$ cat src/rtl/two_of_five_tx_if.sv
// Digit handshake and serial-line bundle for the 2-of-5 transmitter.
// master = digit source / line observer, slave = transmitter.
interface two_of_five_tx_if #(
    parameter int CNT_W = 8
);
    logic [3:0]       digit;
    logic             digit_valid;
    logic             digit_ready;
    logic             out;
    logic             sync;
    logic             data_slot;
    logic             err;
    logic [CNT_W-1:0] sent_count;

    modport master (
        output digit, digit_valid,
        input  digit_ready, out, sync, data_slot, err, sent_count
    );

    modport slave (
        input  digit, digit_valid,
        output digit_ready, out, sync, data_slot, err, sent_count
    );
endinterface

$ cat src/rtl/two_of_five_tx.sv
// Serial 2-of-5 (7-4-2-1-0) transmitter: one digit per fixed 5-cycle slot,
// slots aligned to reset, FILL word in idle or invalid-digit slots.
module two_of_five_tx #(
    parameter int         MSB_FIRST = 1,
    parameter logic [4:0] FILL      = 5'b00000,
    parameter int         CNT_W     = 8
) (
    input  logic             clk,
    input  logic             rst,
    two_of_five_tx_if.slave  bus
);
    localparam logic W_FILL_FIRST = (MSB_FIRST != 0) ? FILL[4] : FILL[0];

    logic [2:0]       r_slot;
    logic [4:0]       r_shift;
    logic             r_out;
    logic             r_data;
    logic             r_err;
    logic [CNT_W-1:0] r_cnt;

    logic [2:0]       w_slot_nx;
    logic [4:0]       w_shift_nx;
    logic             w_out_nx;
    logic             w_data_nx;
    logic             w_err_nx;
    logic [CNT_W-1:0] w_cnt_nx;

    logic             w_last;
    logic             w_acc;
    logic             w_ok;
    logic [4:0]       w_code;
    logic [4:0]       w_word;
    logic [4:0]       w_src;

    always_comb begin
        w_code = FILL;
        case (bus.digit)
            4'd0: w_code = 5'b11000;
            4'd1: w_code = 5'b00011;
            4'd2: w_code = 5'b00101;
            4'd3: w_code = 5'b00110;
            4'd4: w_code = 5'b01001;
            4'd5: w_code = 5'b01010;
            4'd6: w_code = 5'b01100;
            4'd7: w_code = 5'b10001;
            4'd8: w_code = 5'b10010;
            4'd9: w_code = 5'b10100;
            default: w_code = FILL;
        endcase
    end

    assign w_last = (r_slot == 3'd4);
    assign w_ok   = (bus.digit <= 4'd9);
    assign w_acc  = w_last & bus.digit_valid;
    assign w_word = (w_acc & w_ok) ? w_code : FILL;
    // On the slot boundary the first bit leaves straight from the new word.
    assign w_src  = w_last ? w_word : r_shift;

    always_ff @(posedge clk) begin
        if (rst) begin
            r_slot  <= 3'd4;
            r_shift <= FILL;
            r_out   <= W_FILL_FIRST;
            r_data  <= 1'b0;
            r_err   <= 1'b0;
            r_cnt   <= '0;
        end else begin
            r_slot  <= w_slot_nx;
            r_shift <= w_shift_nx;
            r_out   <= w_out_nx;
            r_data  <= w_data_nx;
            r_err   <= w_err_nx;
            r_cnt   <= w_cnt_nx;
        end
    end

    always_comb begin
        w_slot_nx  = r_slot + 3'd1;
        w_data_nx  = r_data;
        w_err_nx   = 1'b0;
        w_cnt_nx   = r_cnt;
        w_out_nx   = w_src[0];
        w_shift_nx = {1'b0, w_src[4:1]};
        if (MSB_FIRST != 0) begin
            w_out_nx   = w_src[4];
            w_shift_nx = {w_src[3:0], 1'b0};
        end
        if (w_last) begin
            w_slot_nx = 3'd0;
            w_data_nx = w_acc & w_ok;
            w_err_nx  = w_acc & ~w_ok;
            if (w_acc & w_ok)
                w_cnt_nx = r_cnt + 1'b1;
        end
    end

    always_comb begin
        bus.digit_ready = w_last;
        bus.out         = r_out;
        bus.sync        = (r_slot == 3'd0);
        bus.data_slot   = r_data;
        bus.err         = r_err;
        bus.sent_count  = r_cnt;
    end
endmodule
$ cat src/flat_wrapper.sv
// flat-port wrapper written by rule: the top's interface ports become plain ports
module two_of_five_tx_flat 
#(
    parameter int         MSB_FIRST = 1,
    parameter logic [4:0] FILL      = 5'b00000,
    parameter int         CNT_W     = 8
)
  (clk, rst, bus_digit, bus_digit_valid, bus_digit_ready, bus_out, bus_sync, bus_data_slot, bus_err, bus_sent_count);
  two_of_five_tx_if #(.CNT_W(CNT_W)) bus_i ();
  input  logic clk;
  input  logic rst;
  input wire logic [$bits(bus_i.digit)-1:0] bus_digit;
  input wire logic [$bits(bus_i.digit_valid)-1:0] bus_digit_valid;
  output wire logic [$bits(bus_i.digit_ready)-1:0] bus_digit_ready;
  output wire logic [$bits(bus_i.out)-1:0] bus_out;
  output wire logic [$bits(bus_i.sync)-1:0] bus_sync;
  output wire logic [$bits(bus_i.data_slot)-1:0] bus_data_slot;
  output wire logic [$bits(bus_i.err)-1:0] bus_err;
  output wire logic [$bits(bus_i.sent_count)-1:0] bus_sent_count;
  assign bus_i.digit = bus_digit;
  assign bus_i.digit_valid = bus_digit_valid;
  assign bus_digit_ready = bus_i.digit_ready;
  assign bus_out = bus_i.out;
  assign bus_sync = bus_i.sync;
  assign bus_data_slot = bus_i.data_slot;
  assign bus_err = bus_i.err;
  assign bus_sent_count = bus_i.sent_count;
  two_of_five_tx #(.MSB_FIRST(MSB_FIRST), .FILL(FILL), .CNT_W(CNT_W)) u_core (.clk(clk), .rst(rst), .bus(bus_i));
endmodule
$ cat config.mk
export PLATFORM = sky130hd
export DESIGN_NAME = two_of_five_tx_flat
export DESIGN_NICKNAME = d
export VERILOG_FILES = /design/src/rtl/two_of_five_tx_if.sv /design/src/rtl/two_of_five_tx.sv /design/src/flat_wrapper.sv
export SDC_FILE = /design/constraint.sdc
export NUM_CORES = 1
export LEC_CHECK = 0
export ABC_CLOCK_PERIOD_IN_PS = 1400
export CORE_MARGIN = 4
export CORE_UTILIZATION = 44
export DETAILED_ROUTE_END_ITERATION = 10
export PLACE_DENSITY = 0.71
export SYNTH_ARGS = -nofsm -noshare
export SYNTH_HDL_FRONTEND = slang
export SYNTH_SLANG_ARGS = --single-unit
$ cat constraint.sdc
create_clock -name clk -period 1.4 [get_ports clk]
set_input_delay 0.28 -clock clk [delete_from_list [all_inputs] [get_ports clk]]
set_output_delay 0.28 -clock clk [all_outputs]
set_load 0.05 [all_outputs]
; ---- Word-level counts from Yosys, hierarchy flattened
; Memories as Yosys holds them, arrays and structs flattened.
; Index checks and enable logic that the tools add are counted.
[classes]
addsub = 2
multipliers = 0
n_div = 0
magnitude_cmp = 1
n_eq_ne = 1
n_shift = 0
mux = 3
bitwise_logic = 5
n_reduce_logical = 4
[ops]
columns = op, n
row1 = $mux 5, 2
row2 = $add 8x1->8 const B, 1
row3 = $le 4x4->1 const B, 1
row4 = $reduce_or 2->1, 2
row5 = $add 3x1->3 const B, 1
row6 = $and 1x1->1, 3
row7 = $eq 3x3->1 const B, 1
row8 = $logic_not 3->1, 1
row9 = $mux 3, 1
row10 = $not 1->1, 2
row11 = $reduce_and 2->1, 1
[word_totals]
register_bits = 19
latch_bits = 0
mem_bits_rw = 0
rom_bits = 80
input_bits = 7
memories = 1
[memory_table]
columns = name, words, width, read_ports, rd_ports_with_merged_regs, write_ports, line
row1 = (name not given), 16, 5, 1, 0, 0, two_of_five_tx.sv:37  ; case (bus.digit)

; ---- Longest topological paths before layout
[depth]
ltp_word = 5
depth_mapped = 6
depth_no_buf = 6

; ---- Least setup slack after synthesis
; Ideal clock, no wire load.
[synth_path]
path_type = reg-to-reg
from = register u_core.r_cnt[0], in the netlist u_core.bus.sent_count[0]
to = register u_core.r_cnt[4], in the netlist u_core.bus.sent_count[4]
setup_time_ps = 121
arrival_time_ps = 1688
setup_slack_ps = -408
stages_incl_launch_ff = 6
synth_period_minus_slack_ps = 1808
path_cell_list = dfxtp_1 ha_1 nand4_1 a21oi_1 and3_1 mux2_2
[synth_between]
elab_chain_cells = 1
[synth_rtl]
columns = element, line
row1 = start: declaration, two_of_five_tx.sv:19  ; logic [CNT_W-1:0] r_cnt;
row2 = start signal: assignment, two_of_five_tx.sv:73  ; r_cnt <= w_cnt_nx;
row3 = $add 8x1->8, two_of_five_tx.sv:93  ; w_cnt_nx = r_cnt + 1'b1;
; No other way between the ends.
; A chain may end at the register's enable or synchronous reset.

; ---- Final worst setup path
[layout_path]
from = register u_core.r_slot[0]
to = register u_core.r_cnt[4], in the netlist u_core.bus.sent_count[4]
[layout_between]
elab_chain_cells = 4
[layout_rtl]
columns = element, line
row1 = start: declaration, two_of_five_tx.sv:14  ; logic [2:0] r_slot;
row2 = start signal: assignment, two_of_five_tx.sv:68  ; r_slot <= w_slot_nx;
row3 = $eq 3x3->1 *, two_of_five_tx.sv:52  ; assign w_last = (r_slot == 3'd4);
row4 = $and 1x1->1, two_of_five_tx.sv:54  ; assign w_acc = w_last & bus.digit_valid;
row5 = $and 1x1->1, two_of_five_tx.sv:92  ; if (w_acc & w_ok)
row6 = $reduce_and 2->1 (no line) *, --
; Mark *: on every way between the ends. The rest lies on a longest branch, timed or not.

==> flow_summary.yaml <==
timing:
  fin_skew_ns: 0.000832
  slew_headroom: 0.744
  hold_viol: 0
  rsz0062_at_grt: "true"
  maxClockFrequency_mhz: 649
  worst_slew_pin_slew_ns: 0.382
  slew_violations: 0
  worst_slack_ns: -0.141
  setup_viol: 7
  period_share: 1.10
  fin_crit_ns: 1.54
power:
  leakage_nw: 0.671
  ir_drop_mv: 0.576
  p_per_area_nw_per_um2: 842
clock_tree:
  cts_buffers: 3
  cts_htree_levels: 1
  insertion_delay_ns: 0.30
  clkTransAtPathRegs_ns: 0.09
  cts_tree: "done"
  clockRootBuffer: "clkbuf_4"
  clock_sinks: 18
  clockBufferDepth: 2
  hold_buffers: 0
layout:
  final_common_cell: "buf_4"
  syn_to_final_growth_pct: 67.8
  nets: 167
  post-route-util: 0.800
  nFillCells: 125
  stdcell_area_um2: 1620
  register_area_um2: 382
  layout-drive-gt1-share: 0.473
  layout_common_cells: "22 x buf_4, 13 x buf_12, 11 x dfxtp_1, 10 x nor2_1, 7 x a21oi_1"
  n_antenna_cell: 0
  finalNonFillerCells: 177
  multi_input_area_um2: 636
yosys:
  synth-simple-area-share: 0.208
  ys_seq_area_frac: 0.374
  syn_inst: 106
  synth_cell_types: 32
  syn_area_um2: 963
  synth.mux.area_fraction: 0.0636
  synth_warnings: 0
  synth_top_family_by_area: "simple AND/OR/NAND/NOR gates"
  synth_xor_area_frac: 0.0364
  synth-adder-area-share: 0.117
  avgSynthCellArea_um2: 9.09
  syn_nets: 122
  ys_ff_latch: 18
  synth_compound_area_frac: 0.151
flow_run:
  cap_violations: 0
floorplan:
  dieWidth_um: 54.8
  start_util: 0.476
  rows: 16
  die_h_um: 54.8
  core-area_um2: 2020
  die-area_um2: 3000
  ios: 20
setup_path:
  worstSetupPathType: "reg2reg"
  cp.required_ns: 1.59
  worst_setup_path_end_kind: "register"
  start_kind: "register"
  cpPeakStageDelay_ns: 0.33
  crit_path_start: "u_core.r_slot[0]"
  path_buf_inv: 2
  cp_data_arrival_time_ns: 1.73
  crit_fanout: 3
  crit_chain: "inv_2 > ha_4 > buf_6 > nand4_1 > a21oi_2 > and3_4 > mux2_4"
  cpLargestDelayFamily: "flip-flops"
  slowest_stage: "dfxtp_2"
  rr_startpoint: "u_core.r_slot[0]"
status:
  outcome: "finished, violations left"
  violations: "negative setup slack"
detailed_routing:
  drc_errors: 0
  ant_nets: 0
  vias_per_cell: 5.34
  first_iter_violations: 31
  routed_wl_um: 2540
  vias: 946
  routedWlPerCell_um: 14.3
  drtPass1Iterations: 4
global_routing:
  grt_max_degree: 11
  antenna_found_initial: 0
  grt_pass1_wl_um: 4310
  first_global_vias: 965
  grt_usage: 0.204
  gr-total-overflow: 0
place:
  dp_cells: 167
  placed_area_um2: 1470
  gp_congestion: 0.783
  portBuffers: 19
  dp_slack_ns: -0.574
  hpwl_um: 1650
hold_path:
  hold_class: "reg2reg"
  worstHoldStart: "u_core.r_shift[2]"
sequential cells by signal, indices dropped and copies added (netlist names):
signal and cells:
u_core.bus.data_slot 1, u_core.bus.sent_count 8, u_core.bus.out 1, u_core.r_slot 3, u_core.bus.err 1, u_core.r_shift 4
routing by layer:
metal,up-vias,GRT usage,part of all wire
met1,452,0.244,0.41
met4,0,0.0747,0.021
met3,7,0.0490,0.058
met5,-,0,0
met2,33,0.348,0.51
li1,454,-,-
logic make-up after synthesis:
| family | after synthesis |
|---|---|
| compound gates | 20 |
| xor+xnor | 4 |
| fa+ha+maj | 9 |
| buf+inv | 11 |
| flops | 18 |
| mux | 5 |
| simple gates | 39 |
final cells by class:
class                           instances  share of cell area
Multi-Input combinational cell         77               0.393
Sequential cell                        18               0.236
Timing Repair Buffer                   44               0.317
Clock buffer                            4              0.0163
Inverter                                7              0.0163
Tap cell                               27              0.0209
path summary, 6_finish.rpt:
path / endpoint / slack, ns / cells after the start
worst min-delay path: u_core.r_shift[3] / 0.44 / 2
worst min register to register: u_core.r_shift[3] / 0.44 / 2
worst max-delay path: u_core.bus.sent_count[4] / -0.14 / 7
worst max register to register: u_core.bus.sent_count[4] / -0.14 / 7
synth_stat cells, drive strengths merged:
cell      n  area, um2
xnor2     4       35.0
ha        9        113
nand3     6       30.0
a31o      1       8.76
dfxtp    18        360
nand3b    2       15.0
buf       2       15.0
nand2     7       26.3
mux2i     2       20.0
nand4b    1       8.76
a21oi     9       45.0
o21ai     4       20.0
a211oi    2       27.5
nor2b     4       25.0
nor3b     1       7.51
a32oi     1       8.76
o21bai    1       18.8
and3      1       6.26
nand2b    2       12.5
nor3      2       10.0
nor4      1       6.26
nor2     10       37.5
mux2      3       41.3
inv       7       26.3
o31ai     1       7.51
o2111ai   1       8.76
and4      1       8.76
clkbuf    2       7.51
nand4     1       6.26
metrics by stage:
step / setup TNS (ns) / power, mW / hold WS [ns]
after floorplan: -0.216 / 0.787 / 0.422
after global placement: -5.63 / 1.01 / 0.431
after detailed placement: -6.04 / 1.02 / 0.429
after CTS: -0.439 / 1.36 / 0.445
after global routing: -1.06 / 1.44 / 0.474
final: -0.614 / 1.36 / 0.441
timing repair:
action,4_1_cts,5_1_grt
pin swaps,6,3
resized for setup,19,7
buffers inserted,5,2
endpoints found under the setup margin,12,13
tightest hold or removal path, cell delays in order, from the launching register on:
cell and delay (ns):
dfxtp_1 0.31, nand2_1 0.04, a21oi_1 0.05
power breakdown:
group	total (mW)	switching (mW)	internal (mW)
combinational	0.541	0.270	0.271
clock	0.267	0.156	0.111
sequential	0.553	0.0187	0.534
(Power assumes the default switching activity.)
